[src/rtl/isp_pkg.sv]
// Shared definitions for the ISP UART-to-RAM loader.
// Holds the FSM state encoding, a constant clog2 helper and the default frame timeout.
package isp_pkg;

    localparam logic [1:0] ST_IDLE  = 2'd0;
    localparam logic [1:0] ST_RECV  = 2'd1;
    localparam logic [1:0] ST_FLUSH = 2'd2;
    localparam logic [1:0] ST_DONE  = 2'd3;

    localparam int TIMEOUT_CYC_DEF = 50000;

    function automatic int clog2(input int value);
        int r;
        r = 0;
        while ((1 << r) < value) r++;
        return r;
    endfunction

endpackage

[src/rtl/uart_ram_lane_pack.sv]
// Byte-lane assembler: each wr_i stores one byte in the next lane; word_o/be_o already include
// the byte written this cycle, full_o flags the word-completing byte. No backpressure.
module uart_ram_lane_pack
    import isp_pkg::*;
#(
    parameter int WORD_BYTES = 4,
    parameter bit BIG_ENDIAN = 1'b0,
    localparam int LANE_W    = (clog2(WORD_BYTES) < 1) ? 1 : clog2(WORD_BYTES)
) (
    input  logic                    clk,
    input  logic                    rst,
    input  logic                    wr_i,
    input  logic                    clr_i,
    input  logic [7:0]              dat_i,
    output logic [8*WORD_BYTES-1:0] word_o,
    output logic [WORD_BYTES-1:0]   be_o,
    output logic                    full_o,
    output logic                    empty_o
);

    logic [LANE_W-1:0]       lane_q, lane_d;
    logic [8*WORD_BYTES-1:0] store_q, store_d;
    int                      fill;

    function automatic int phys(input int idx);
        return BIG_ENDIAN ? (WORD_BYTES - 1 - idx) : idx;
    endfunction

    assign full_o  = wr_i & (lane_q == LANE_W'(WORD_BYTES - 1));
    assign empty_o = (lane_q == '0);
    assign word_o  = store_d;

    always_comb begin
        store_d = store_q;
        if (wr_i) begin
            // A new word starts clean so unfilled lanes of a later flush read as zero.
            if (lane_q == '0) store_d = '0;
            store_d[8*phys(int'(lane_q)) +: 8] = dat_i;
        end
    end

    always_comb begin
        fill = int'(lane_q) + (wr_i ? 1 : 0);
        be_o = '0;
        for (int i = 0; i < WORD_BYTES; i++) begin
            if (i < fill) be_o[phys(i)] = 1'b1;
        end
    end

    always_comb begin
        lane_d = lane_q;
        if (clr_i || full_o) lane_d = '0;
        else if (wr_i)       lane_d = lane_q + LANE_W'(1);
    end

    always_ff @(posedge clk or posedge rst) begin
        if (rst) begin
            lane_q  <= '0;
            store_q <= '0;
        end else begin
            lane_q  <= lane_d;
            store_q <= store_d;
        end
    end

endmodule

[src/rtl/uart_ram_loader.sv]
// UART byte stream to RAM word writer with idle-timeout framing and partial-word flush; a write
// follows its completing byte by one cycle, no backpressure. Optional checksum: UART_RAM_LOADER_CHECKSUM_EN.
module uart_ram_loader
    import isp_pkg::*;
#(
    parameter int WORD_BYTES  = 4,
    parameter int ADDR_W      = 16,
    parameter int BASE_ADDR   = 0,
    parameter bit BIG_ENDIAN  = 1'b0,
    parameter int TIMEOUT_CYC = TIMEOUT_CYC_DEF
) (
    input  logic                    clk,
    input  logic                    rst,
    input  logic [7:0]              rx_data,
    input  logic                    rx_flag,
    output logic                    wr_en,
    output logic [ADDR_W-1:0]       wr_addr,
    output logic [8*WORD_BYTES-1:0] wr_data,
    output logic [WORD_BYTES-1:0]   wr_be,
    output logic                    busy,
    output logic                    done,
    output logic                    overflow,
    output logic [7:0]              checksum
);

    localparam int                TMR_W = clog2(TIMEOUT_CYC);
    localparam logic [ADDR_W-1:0] BASE  = ADDR_W'(BASE_ADDR);

    logic [1:0]              state_q, state_d;
    logic                    rx_flag_q;
    logic                    pend_q, pend_d;
    logic [7:0]              pend_dat_q, pend_dat_d;
    logic [TMR_W-1:0]        timer_q, timer_d;
    logic [ADDR_W-1:0]       addr_q, addr_d, addr_cur;
    logic [ADDR_W-1:0]       wr_addr_q, wr_addr_d;
    logic                    wr_en_q, wr_en_d;
    logic [8*WORD_BYTES-1:0] wr_data_q, wr_data_d;
    logic [WORD_BYTES-1:0]   wr_be_q, wr_be_d;
    logic                    ovf_q, ovf_d;
    logic                    byte_ev, accept, frame_start, lane_clr;
    logic [7:0]              ev_dat;
    logic [8*WORD_BYTES-1:0] pk_word;
    logic [WORD_BYTES-1:0]   pk_be;
    logic                    pk_full, pk_empty;

    assign byte_ev     = rx_flag & ~rx_flag_q;
    // A byte held over from FLUSH/DONE goes first; a colliding fresh byte takes its slot.
    assign ev_dat      = pend_q ? pend_dat_q : rx_data;
    assign accept      = (byte_ev | pend_q) & ((state_q == ST_IDLE) | (state_q == ST_RECV));
    assign frame_start = accept & (state_q == ST_IDLE);
    assign addr_cur    = frame_start ? BASE : addr_q;

    uart_ram_lane_pack #(
        .WORD_BYTES (WORD_BYTES),
        .BIG_ENDIAN (BIG_ENDIAN)
    ) u_pack (
        .clk     (clk),
        .rst     (rst),
        .wr_i    (accept),
        .clr_i   (lane_clr),
        .dat_i   (ev_dat),
        .word_o  (pk_word),
        .be_o    (pk_be),
        .full_o  (pk_full),
        .empty_o (pk_empty)
    );

    always_comb begin
        state_d    = state_q;
        pend_d     = pend_q;
        pend_dat_d = pend_dat_q;
        timer_d    = timer_q;
        addr_d     = addr_q;
        wr_addr_d  = wr_addr_q;
        wr_en_d    = 1'b0;
        wr_data_d  = wr_data_q;
        wr_be_d    = wr_be_q;
        ovf_d      = ovf_q;
        lane_clr   = 1'b0;
        if (accept) begin
            state_d    = ST_RECV;
            pend_d     = pend_q & byte_ev;
            pend_dat_d = rx_data;
            timer_d    = '0;
            addr_d     = addr_cur;
            if (frame_start) ovf_d = 1'b0;
            if (pk_full) begin
                wr_en_d   = 1'b1;
                wr_addr_d = addr_cur;
                wr_data_d = pk_word;
                wr_be_d   = pk_be;
                addr_d    = addr_cur + ADDR_W'(1);
                if (addr_cur == '1) ovf_d = 1'b1;
            end
        end else begin
            case (state_q)
                ST_RECV: begin
                    if (timer_q == TMR_W'(TIMEOUT_CYC - 1)) begin
                        timer_d = '0;
                        if (!pk_empty) begin
                            state_d   = ST_FLUSH;
                            wr_en_d   = 1'b1;
                            wr_addr_d = addr_q;
                            wr_data_d = pk_word;
                            wr_be_d   = pk_be;
                            lane_clr  = 1'b1;
                        end else begin
                            state_d = ST_DONE;
                        end
                    end else begin
                        timer_d = timer_q + TMR_W'(1);
                    end
                end
                ST_FLUSH: state_d = ST_DONE;
                ST_DONE:  state_d = ST_IDLE;
                default:  state_d = ST_IDLE;
            endcase
            if (byte_ev) begin
                pend_d     = 1'b1;
                pend_dat_d = rx_data;
            end
        end
    end

    always_ff @(posedge clk or posedge rst) begin
        if (rst) begin
            state_q    <= ST_IDLE;
            rx_flag_q  <= 1'b0;
            pend_q     <= 1'b0;
            pend_dat_q <= '0;
            timer_q    <= '0;
            addr_q     <= BASE;
            wr_addr_q  <= BASE;
            wr_en_q    <= 1'b0;
            wr_data_q  <= '0;
            wr_be_q    <= '0;
            ovf_q      <= 1'b0;
        end else begin
            state_q    <= state_d;
            rx_flag_q  <= rx_flag;
            pend_q     <= pend_d;
            pend_dat_q <= pend_dat_d;
            timer_q    <= timer_d;
            addr_q     <= addr_d;
            wr_addr_q  <= wr_addr_d;
            wr_en_q    <= wr_en_d;
            wr_data_q  <= wr_data_d;
            wr_be_q    <= wr_be_d;
            ovf_q      <= ovf_d;
        end
    end

`ifdef UART_RAM_LOADER_CHECKSUM_EN
    logic [7:0] sum_q, sum_d;

    assign sum_d = (frame_start ? 8'd0 : sum_q) + ev_dat;

    always_ff @(posedge clk or posedge rst) begin
        if (rst)         sum_q <= '0;
        else if (accept) sum_q <= sum_d;
    end

    assign checksum = sum_q;
`else
    assign checksum = 8'd0;
`endif

    assign wr_en    = wr_en_q;
    assign wr_addr  = wr_addr_q;
    assign wr_data  = wr_data_q;
    assign wr_be    = wr_be_q;
    assign busy     = (state_q == ST_RECV) | (state_q == ST_FLUSH);
    assign done     = (state_q == ST_DONE);
    assign overflow = ovf_q;

endmodule

[config.mk]
export PLATFORM = sky130hd
export DESIGN_NAME = uart_ram_loader
export DESIGN_NICKNAME = d
export VERILOG_FILES = /design/src/rtl/isp_pkg.sv /design/src/rtl/uart_ram_lane_pack.sv /design/src/rtl/uart_ram_loader.sv
export SDC_FILE = /design/constraint.sdc
export NUM_CORES = 1
export LEC_CHECK = 0
export ABC_AREA = 1
export BUFFER_PORTS_ARGS = -buffer_cell sky130_fd_sc_hd__clkbuf_2
export CAP_MARGIN = 0
export CELL_PAD_IN_SITES_DETAIL_PLACEMENT = 2
export CELL_PAD_IN_SITES_GLOBAL_PLACEMENT = 2
export CORE_UTILIZATION = 35
export CTS_CLUSTER_DIAMETER = 50
export CTS_CLUSTER_SIZE = 12
export DETAILED_ROUTE_END_ITERATION = 7
export PLACE_DENSITY_LB_ADDON = 0.1
export SYNTH_ARGS = -nofsm -noshare
export SYNTH_HDL_FRONTEND = slang
export SYNTH_SLANG_ARGS = --single-unit
[constraint.sdc]
create_clock -name clk -period 5.3 [get_ports clk]
set_input_delay 0.795 -clock clk [delete_from_list [all_inputs] [get_ports clk]]
set_output_delay 0.795 -clock clk [all_outputs]
set_load 0.02 [all_outputs]
# Word-level counts from Yosys, hierarchy flattened

Index checks and enable logic that the tools add are counted.

Equal/unequal tests: 9
Bitwise operators: 9
Muxes and demuxes: 49
Add/subtract/negate cells: 5
Divide/modulo/power cells: 0
$lt $le $gt $ge: 4
Shift-type cells: 2
Multiply operators: 0
Reduce and logical (&&, ||, !) cells: 8

Operators by type and width:

| kind                                                                    | count |
|---|---|
| 32-bit two-way mux                                                      | 8 |
| 16-bit two-way mux                                                      | 10 |
| 3-bit by 32-bit < comparator with 1-bit output, first input constant    | 2 |
| 5-bit negation with 33-bit output                                       | 1 |
| 8-bit by 33-bit variable shift with 32-bit output, first input constant | 1 |
| 8-bit by 33-bit indexed part select with 32-bit output                  | 1 |
| 16-bit by 1-bit adder with 16-bit output, second input constant         | 2 |
| 3-bit by 32-bit adder with 32-bit output                                | 1 |
| 32-bit bitwise mux                                                      | 1 |
| 16-bit == test, second input constant                                   | 2 |
| 1-bit by 32-bit < comparator with 1-bit output, first input constant    | 1 |
| 2-bit by 32-bit < comparator with 1-bit output, first input constant    | 1 |
| 8-bit two-way mux                                                       | 3 |
| 4-bit two-way mux                                                       | 5 |
| 1-bit two-way mux                                                       | 17 |
| 2-bit two-way mux                                                       | 4 |
| 2-bit nonzero test                                                      | 4 |
| 2-bit == test, second input constant                                    | 3 |
| 1-bit AND                                                               | 5 |
| 2-bit zero test                                                         | 2 |
| 2-bit one-hot mux with 2 select lines                                   | 1 |
| 4-bit AND reduction                                                     | 1 |
| 3-bit by 2-bit inequality test with 1-bit output, second input constant | 1 |
| 1-bit bitwise OR                                                        | 3 |
| other kinds (6)                                                         | 6 |

Logic and storage cells: 99
Bits of input ports: 11
Memory bits (read-only): 0
Latch bits: 0
Memories: 0
RAM bits: 0
Register bits: 132
Output and inout port bits: 64

# Longest topological paths before layout

Gate-level depths: netlist of the first run.

Depth in word-level cells: 12
Gate-level depth with buffers: 15
Gate-level depth less buffers: 14

# By module

Synthesis of the first run repeated with hierarchy kept, for this count alone.

Cell total of the unflattened synthesis: 762
Area, all modules: 6276.0 um^2

By module, submodules not included:

| module             | times used | cells each | area each (um^2) | seq. area each (um^2) |
|---|---|---|---|---|
| uart_ram_loader    | 1          | 564        | 4662.0           | 2452.4 |
| uart_ram_lane_pack | 1          | 198        | 1614.0           | 850.8 |

# Least setup slack after synthesis of the first run

No wires, ideal clock.

Kind: input port to flip-flop
Start point: input port rx_flag
End point: register addr_q[14]
Data arrival time: 2.212 ns
Data required time: 5.184 ns
Buffers on the path: 1
Library setup time: 0.116 ns
Slack: 2.972 ns
Cell stages on the path: 14
Path through: nand2_1 nand2_2 nand2_1 buf_4 nand2_1 inv_1 ha_1 nand4_1 nor2_1 nand3_1 nor2_4 nand2_1 nand2_1 nand2_1

Cells in the longest elaborated chain, start to end: 7
Elaborated cells between the ends (all ways): 8
Classes of those cells: add/sub (1); mux (2); bitwise (5)

RTL lines:

| element                                  | RTL line               | RTL |
|---|---|---|
| from (decl)                              | uart_ram_loader.sv:15  | `input logic rx_flag,` |
| 1-bit AND (*)                            | uart_ram_loader.sv:46  | `assign byte_ev = rx_flag & ~rx_flag_q;` |
| 1-bit bitwise OR (*)                     | uart_ram_loader.sv:49  | `assign accept = (byte_ev \| pend_q) & ((state_q == ST_IDLE) \| (state_q == ST_RECV));` |
| 1-bit AND (*)                            | uart_ram_loader.sv:49  |  |
| 1-bit AND                                | uart_ram_loader.sv:50  | `assign frame_start = accept & (state_q == ST_IDLE);` |
| 16-bit two-way mux                       | uart_ram_loader.sv:51  | `assign addr_cur = frame_start ? BASE : addr_q;` |
| 16-bit by 1-bit adder with 16-bit output | uart_ram_loader.sv:92  | `addr_d = addr_cur + ADDR_W'(1);` |
| 16-bit two-way mux                       | uart_ram_loader.sv:87  | `if (pk_full) begin` |
| to (signal assigned)                     | uart_ram_loader.sv:144 | `addr_q <= addr_d;` |
| to (decl)                                | uart_ram_loader.sv:34  | `logic [ADDR_W-1:0] addr_q, addr_d, addr_cur;` |

Mark *: on every way between the ends. The rest lies on a longest branch, timed or not.
A chain may end at the register's enable or synchronous reset.

# Worst setup path in the final report of the first run

Start point: register u_pack.lane_q[0]
End point: register wr_addr_q[1], in the netlist wr_addr[1]

Cells in the longest elaborated chain, start to end: 4
Elaborated cells between the ends (all ways): 6
Classes of those cells: eq/ne (3); bitwise (1); reduce/logical (2)

RTL lines:

| element                                                    | RTL line                 | RTL |
|---|---|---|
| from (decl)                                                | uart_ram_lane_pack.sv:21 | `logic [LANE_W-1:0] lane_q, lane_d;` |
| from (signal assigned)                                     | uart_ram_lane_pack.sv:61 | `lane_q <= lane_d;` |
| 2-bit == test                                              | uart_ram_lane_pack.sv:29 | `assign full_o = wr_i & (lane_q == LANE_W'(WORD_BYTES - 1));` |
| 1-bit AND                                                  | uart_ram_lane_pack.sv:29 |  |
| 2-bit by 1-bit inequality test with 1-bit output (no line) | n/a                      |  |
| 4-bit AND reduction (no line) (*)                          | n/a                      |  |
| to (signal assigned)                                       | uart_ram_loader.sv:145   | `wr_addr_q <= wr_addr_d;` |
| to (decl)                                                  | uart_ram_loader.sv:35    | `logic [ADDR_W-1:0] wr_addr_q, wr_addr_d;` |

Marks and branches as above.

==> summary.md, run 1 <==
| Metric | Value |
|---|---|
| Status | complete, no violations |
| GP Congestion | around 0.77 |
| Unique masters post-synth | 32 |
| Final Routed Wirelength | approximately 16 mm |
| Hold_buf cts | 0 |
| CP endpoint kind | register |
| Worst-margin pin slew | 0.7698 ns |
| Final instance area | 0.007128 mm² |
| Vias in the first global route | 5386 |
| Synth cell count leaders | nand2_1, dfrtp_1, inv_1 |
| Clock Latency Late Sink | ~0.43 ns |
| Yosys warns | 0 |
| ANT cells | 0 |
| Arr. time, crit path | 3.57 ns |
| RSZ-0062 raised after global routing | no |
| Vias | 4891 |
| R2R Path Start | u_pack.lane_q[0]$_DFFE_PP0P_ |
| Post-synth EDFFs | 0 |
| Clk_skew | 0.008294 ns |
| Num rows | 47 |
| CP Launch Type | register |
| Fin cells | 999 |
| DIE HEIGHT | 133.6 µm |
| Drt first pass iters | 4 |
| Starting density of the core | 0.3618 |
| Die area | 0.01785 mm² |
| Routed length on met3 | ~340 µm |
| Yosys reg bits | between 100 and 150 |
| Max-slew violations | 0 |
| Setup WS pre-CTS | slightly below 2 ns |
| Sw Share | 0.3996 |
| Post-Route M1 WL | 7.417 mm |
| Post-CTS Setup Inserts | 0 |
| # DRC | 0 |
| Syn Std Cell Area | a little over 0.006 mm² |
| Placed cell count | 967 |
| R2R setup slack | 2.01 ns |
| Top Ports | 75 |
| Post-DP HPWL | 11.67 mm |
| Sw power | 1507 µW |
| Fraction of registers with async set/reset | 1.000 |
| Worst setup path start | u_pack.lane_q[0]$_DFFE_PP0P_ |
| Crit path max fanout | 45 |
| Largest net degree at the start of global routing | 61 |
| Power Density | 529.1 mW/mm² |
| Placed inst area | 0.006541 mm² |
| Clock period minus final worst setup slack | 3.293 ns |
| PnR worst setup slack | between 2 and 2.5 ns |
| Port Buf Inserts | 66 |
| Pint | 2264 µW |
| Avg Inst Size Synth | slightly below 9 µm² |
| Synth Flop Type | dfrtp_1 |
| Largest cells by area after synthesis | dfrtp_1, nand2_1, o21ai_0, inv_1, ha_1 |
| DRT iter0 DRCs | 133 |
| Comb pwr share | 0.330 |
| Post-CTS sizing | 0 |
| Largest area contributor in the synthesized netlist | dfrtp_1 |
| Relative slew slack | 0.4850 |
| First-pass GRT wire length | roughly 28 mm |
| CTS tree | yes |
| Antenna viol nets, final | 0 |
| Final period util | 0.6213 |
| Root Driver | clkbuf_16 |
| Met2 WL | between 8 and 9 mm |
| Synth top area share | 0.5448 |
| Die Wd | 133.6 µm |
| Pleak | ~0.0036 µW |
| Core Area | 0.01676 mm² |
| Top layer in use | met4 |
| Clk sink count | approximately 130 |
| Hold Crit Class | reg2reg |
| H-tree Lvls | 4 |
| Post-synthesis sequential area ratio | 0.5448 |
| Gate count of the mapped netlist | 699 |
| Total congestion overflow | 0 |
| Reg2Reg Depth | 9 |
| Final setup violation count | 0 |
| Setup tns final | 0 ns |
| Count leader, synth | nand2_1 |
| Number of buffers created by CTS | 17 |
| Antenna violations before repair | 0 |
| CTS clk-pin slew, worst paths | approximately 0.060 ns |
| Critical R2R Capture | wr_addr[1]$_DFFE_PP0P_ |
| Clk pwr share | 0.310 |
| Drt wl/cell | 16.51 µm |
| Final hold violations | 0 |
| Tot GR Track Use | 0.2002 |
| Max-cap viol count | 0 |
| Max Buffers Root-to-Sink | 2 |
| Core Util, Final | 0.4253 |
| Sequential share of power | 0.360 |
| FMAX | just over 300 MHz |
| Maximum vdd drop | 0.3131 mV |
| Layout cell share with drive strength beyond 1 | 0.1566 |
| Synthesis-to-finish area growth | 17.56% |
| Final net count | 792 |
| Last element of the critical path | wr_addr[1]$_DFFE_PP0P_ |
| Required @ worst endpoint | 5.58 ns |
| Vias per cell | ~4.9 |
| Crit path kind | reg2reg |
-- worst min path at each step --
| stage | from | end | slack [ns] | cells after the start |
|---|---|---|---|---|
| 2_1_floorplan | u_pack.store_q[16]$_DFF_PP0_ | u_pack.store_q[16]$_DFF_PP0_ | 0.46 | 2 |
| 3_3_place_gp | wr_data[0]$_DFFE_PP0P_ | wr_data[0]$_DFFE_PP0P_ | 0.46 | 2 |
| 3_5_place_dp | wr_data[3]$_DFFE_PP0P_ | wr_data[3]$_DFFE_PP0P_ | 0.47 | 2 |
| 4_1_cts | wr_data[3]$_DFFE_PP0P_ | wr_data[3]$_DFFE_PP0P_ | 0.48 | 2 |
| 5_1_grt | wr_data[12]$_DFFE_PP0P_ | wr_data[12]$_DFFE_PP0P_ | 0.50 | 2 |
| 6_report | wr_data[10]$_DFFE_PP0P_ | wr_data[10]$_DFFE_PP0P_ | 0.48 | 2 |
-- layer usage --
layer  global-route usage  up-vias
met5                    0        -
met4              0.07260        0
li1                     -     2357
met2               0.3611       58
met3              0.03539       23
met1               0.2372     2453
-- sequential cells by signal, summed over array words and instances (netlist names) --
name            count
wr_data            32
u_pack.lane_q       2
rx_flag_q           1
state_q             2
wr_addr            16
pend_dat_q          8
overflow            1
timer_q            16
pend_q              1
wr_en               1
wr_be               4
u_pack.store_q     32
addr_q             16
-- area by class of cell --
class / instances / area (µm²)
well taps: 220 / 275.3
flip-flops and latches: 132 / 3303
clock buffers: 19 / 452.9
clock inverters: 13 / 133.9
repair buffers: 69 / 352.8
fillers: 1894 / 9632
inverters: 86 / 327.8
multi-input cells: 460 / 2282
-- kinds of logic (layout without fill, tap and decap cells) --
family,Yosys count,after routing,share of synthesized area
buffers and inverters,114,187,0.08316
AND/OR/NAND/NOR,309,309,0.2132
AO/OA/AOI/OAI,108,108,0.09843
adder cells (fa/ha/maj),15,15,0.03095
other,1,8,0.0006185
XOR/XNOR,20,20,0.02889
flip-flops,132,132,0.5448
-- critical path, cell delays in order (launching register included) --
cell and delay, ns:
dfrtp_1 0.63, inv_1 0.23, ha_1 0.37, inv_1 0.41
nand2_1 0.13, o21ai_2 0.22, nand2_2 0.48, buf_4 0.47
nand2_1 0.11, o21ai_0 0.10
-- stage by stage --
step	total power, µW	hold WS (ns)
final	3772	0.4762
after global routing	4014	0.5006
after CTS	3831	0.4836
after detailed placement	2639	0.4677
after global placement	2573	0.4618
after floorplan	2251	0.4617
-- power by group through the flow --
stage                     clock (µW)  combinational (µW)  sequential [µW]
after floorplan                    0                 790             1460
after global placement             0                1210             1360
after detailed placement           0                1260             1380
after CTS                       1200                1270             1360
after global routing            1230                1390             1390
final                           1170                1240             1360
-- cells in the final DEF (no fill, tap or decap) --
master and instances:
a21oi_1 3, a22o_1 1, buf_4 3, bufinv_16 2, clkbuf_16 17, clkbuf_2 66, clkbuf_8 2, clkinv_2 5
clkinv_4 3, clkinvlp_4 3, conb_1 8, dfrtp_1 132, ha_1 15, inv_1 78, inv_2 6, inv_4 2
nand2_1 209, nand2_2 5, nand3_1 32, nand4_1 17, nor2_1 29, nor2_2 2, nor2_4 1, nor3_1 11
nor3_2 1, o21a_1 9, o21a_2 1, o21ai_0 73, o21ai_1 3, o21ai_2 1, o21bai_1 1, o22ai_1 16
or2_2 2, xnor2_1 4, xor2_1 16
Power figures use the tool's default switching activity.
==> run 2, diff against run 1 <==
Settings changed: ABC_AREA 1 to 0, CORE_UTILIZATION 35 to 39.
Clock period 5.3 ns to 3.2 ns, I/O delays scaled along.
==> run 2 against run 1 <==
  * Core utilization rose by 5.2 points
  * Non-clock buffer count rose by 12
  * First-iteration DRC count rose by 26%
  * Clock-buffer cell count is 2 higher
  * Total power is 69% higher
  * Sequential power grew 76%
  * Area after synthesis is 1.9% higher
  * Critical endpoint is now wr_be[0]$_DFFE_PP0P_
  * Largest cell class unchanged
  * Largest power group unchanged
==> summary.md, run 2 <==
| Metric | Value |
|---|---|
| Post-CTS sizing | 0 (unchanged) |
| Synth cell count leaders | dfrtp_1, inv_1, mux2_1 |
| Tot GR Track Use | 0.2222 (+0.02199) |
| Hold Crit Class | in2async |
| Top Ports | 75 (unchanged) |
| Post-CTS Setup Inserts | 0 (unchanged) |
| Die Wd | 127.9 µm (-4.3%) |
| Synth Flop Type | dfrtp_1 |
| Clk_skew | 0.01585 ns (+0.007559 ns) |
| Avg Inst Size Synth | 11.83 µm² (+36%) |
| Setup tns final | 0 ns (unchanged) |
| Final net count | 621 (-22%) |
| Max-slew violations | 0 (unchanged) |
| CTS tree | yes |
| Synth top area share | 0.5347 (-0.01004) |
| Layout cell share with drive strength beyond 1 | 0.2356 (+0.07897) |
| CP max stage cell | dfrtp_1 |
| Vias in the first global route | 4988 (-7.4%) |
| Syn Std Cell Area | 0.006177 mm² (+1.9%) |
| Pleak | 0.003273 µW (-8.4%) |
| Post-DP HPWL | 11.39 mm (-2.4%) |
| Unique masters post-synth | 59 (+84%) |
| Antenna viol nets, final | 0 (unchanged) |
| Crit path kind | reg2reg |
| RSZ-0062 raised after global routing | no |
| GP Congestion | 0.7436 (-2.9%) |
| Most frequent cells in the layout | dfrtp_1, clkbuf_2, inv_1 |
| R2R Path Start | state_q[1]$_DFFE_PP0P_ |
| Die area | 0.01635 mm² (-8.5%) |
| Final instance area | 0.007303 mm² (+2.5%) |
| Comb pwr share | 0.344 (+0.014) |
| Drt wl/cell | 20.26 µm (+23%) |
| Crit path max fanout | 12 (-73%) |
| Hold_buf cts | 0 (unchanged) |
| Final Routed Wirelength | 16.57 mm (+0.50%) |
| Vias | 4495 (-8.1%) |
| Worst setup path start | state_q[1]$_DFFE_PP0P_ |
| Number of buffers created by CTS | 17 (unchanged) |
| Sequential share of power | 0.376 (+0.016) |
| CTS clk-pin slew, worst paths | 0.06 ns (about the same) |
| FMAX | 361.7 MHz (+19%) |
| Crit path top cell by count | ha_1 |
| CP Launch Type | register |
| # fillers | 1589 (-16%) |
| Yosys warns | 0 (unchanged) |
| H-tree Lvls | 4 (unchanged) |
| Gate count of the mapped netlist | 522 (-25%) |
| Synthesis-to-finish area growth | 18.23% |
| Post-synth EDFFs | 0 (unchanged) |
| Core Area | 0.01531 mm² (-8.6%) |
| Antenna violations before repair | 0 (unchanged) |
| Clk pwr share | 0.280 (-0.030) |
| Worst-margin pin slew | 0.9734 ns (+0.2036 ns) |
| Met3 Use GR | 0.05342 (+0.01803) |
| CP endpoint kind | register |
| WHS | 0.09790 ns (-0.3783 ns) |
| Vias per cell | 5.495 (+12%) |
| Drt first pass iters | 4 (unchanged) |
| DIE HEIGHT | 127.9 µm (-4.3%) |
| Final period util | 0.8639 (+0.2426) |
| Yosys reg bits | 132 (unchanged) |
| Most common cell after layout, fill and taps aside | dfrtp_1 |
| Post-synthesis sequential area ratio | 0.5347 (-0.01004) |
| Critical R2R Capture | wr_be[0]$_DFFE_PP0P_ |
| Clock period minus final worst setup slack | 2.765 ns (-0.5283 ns) |
| Largest net degree at the start of global routing | 112 (+84%) |
| M1 GR Usage | 0.2604 (+0.02326) |
| Starting density of the core | 0.4033 (+0.04157) |
| Final setup violation count | 0 (unchanged) |
| Relative slew slack | 0.3417 (-0.1432) |
| Max Buffers Root-to-Sink | 2 (unchanged) |
| Final hold violations | 0 (unchanged) |
| Reg2Reg Depth | 10 (+1) |
| Placed inst area | 0.006750 mm² (+3.2%) |
| Largest area contributor in the synthesized netlist | dfrtp_1 |
| ANT cells | 0 (unchanged) |
| Fraction of registers with async set/reset | 1.000 (unchanged) |
| Num rows | 45 (-4.3%) |
| Maximum vdd drop | 0.5503 mV (+76%) |
| Busiest layer in global routing | met2 |
| Count leader, synth | dfrtp_1 |
| Clock Latency Late Sink | 0.42 ns (about the same) |
| Required @ worst endpoint | 3.49 ns (-2.09 ns) |
| DRT iter0 DRCs | 167 (+26%) |
| Clk sink count | 132 (unchanged) |
| GRT met2 Usage | 0.4031 (+0.04202) |
| Pint | 3955 µW (+75%) |
| Status | complete, no violations |
| Cell Chain, Critical Path | inv_1 -> ha_1 -> or2_1 -> o21ai_2 -> inv_2 -> ha_1 -> inv_1 -> ha_1 -> or3_1 -> mux2_1 |
| Total power | 6392 µW (+69%) |
| CP max stage delay | 0.43 ns (-0.20 ns) |
| Total congestion overflow | 0 (unchanged) |
| Power Density | 875.2 mW/mm² (+65%) |
| Max-cap viol count | 0 (unchanged) |
| Arr. time, crit path | 3.06 ns (-0.51 ns) |
| Root Driver | clkbuf_16 |
| # DRC | 0 (unchanged) |
| Sw Share | 0.3812 (-0.01848) |
| Port Buf Inserts | 66 (unchanged) |
| R2R setup slack | 0.44 ns (-1.57 ns) |
| First-pass GRT wire length | 27.55 mm (-1.4%) |
| Largest cells by area after synthesis | dfrtp_1, mux2_1, mux2_2, ha_1, mux2i_1 |
| Sw power | 2436 µW (+62%) |
run 2: cell count changes in the layout (fill, tap and decap cells not counted), sizes merged, moves of 11 or more:
cell / delta
a31oi: +12
a32o: +16
buf: +12
inv: -47
mux2: +55
mux2i: +18
nand2: -183
nand3: -20
nor2: -22
o21ai: -67
o221ai: +11
o22ai: -15
xor2: -14
run 2: final cells by class:
cell class	instances	area, µm²	area share
Clock buffer	21	470.5	0.06442
Clock inverter	10	76.32	0.01045
Inverter	38	146.4	0.02004
Multi-Input combinational cell	325	2587	0.3543
Sequential cell	132	3303	0.4523
Tap cell	211	264.0	0.03615
Timing Repair Buffer	81	455.4	0.06236
run 2: per-stage QoR:
stage | std cells | utilization | setup slack (ns)
floorplan | 529 | - | 0.5409
global placement | 787 | 0.4408 | 0.5275
detailed placement | 787 | 0.4408 | 0.3042
CTS | 818 | 0.4765 | 0.1733
global route | 818 | 0.4769 | 0.2919
finish | 818 | 0.4769 | 0.4355
run 2: how the worst max path moves through the flow:
stage | to | depth (start not counted) | slack, ns
final | wr_be[0]$_DFFE_PP0P_ | 10 | 0.44
after global routing | wr_be[0]$_DFFE_PP0P_ | 10 | 0.29
after CTS | wr_data[6]$_DFFE_PP0P_ | 5 | 0.17
after detailed placement | wr_data[4]$_DFFE_PP0P_ | 5 | 0.30
after global placement | wr_data[0]$_DFFE_PP0P_ | 5 | 0.53
after floorplan | wr_be[0]$_DFFE_PP0P_ | 12 | 0.54
run 2: cell families after synthesis:
group | share of synthesized area
compound gates | 0.1296
xor+xnor | 0.01134
fa+ha+maj | 0.03038
buf+inv | 0.05246
flops | 0.5347
mux | 0.1294
other cells | 0.0006071
simple gates | 0.1114
run 2: critical path, delay by kind of cell, from the launching register on:
| family | cells | cell delay [ns] |
|---|---|---|
| fa+ha+maj | 3 | 0.80 |
| buf+inv | 3 | 0.43 |
| simple gates | 2 | 0.55 |
| mux | 1 | 0.30 |
| compound gates | 1 | 0.12 |
| flops | 1 | 0.43 |
run 2: power by group through the flow:
stage / logic (µW) / clock network (µW) / registers, µW
final: 2200 / 1790 / 2400
after global routing: 2410 / 1900 / 2460
after CTS: 2240 / 1840 / 2410
after detailed placement: 2200 / 0 / 2430
after global placement: 2080 / 0 / 2390
after floorplan: 1250 / 0 / 2570
run 2: metal layers:
| layer | up-vias | wire [µm] |
|---|---|---|
| met2 | 68 | 8922 |
| met3 | 12 | 473 |
| met4 | 0 | 208 |
| met5 | - | 0 |
| met1 | 2352 | 6967 |
| li1 | 2063 | - |
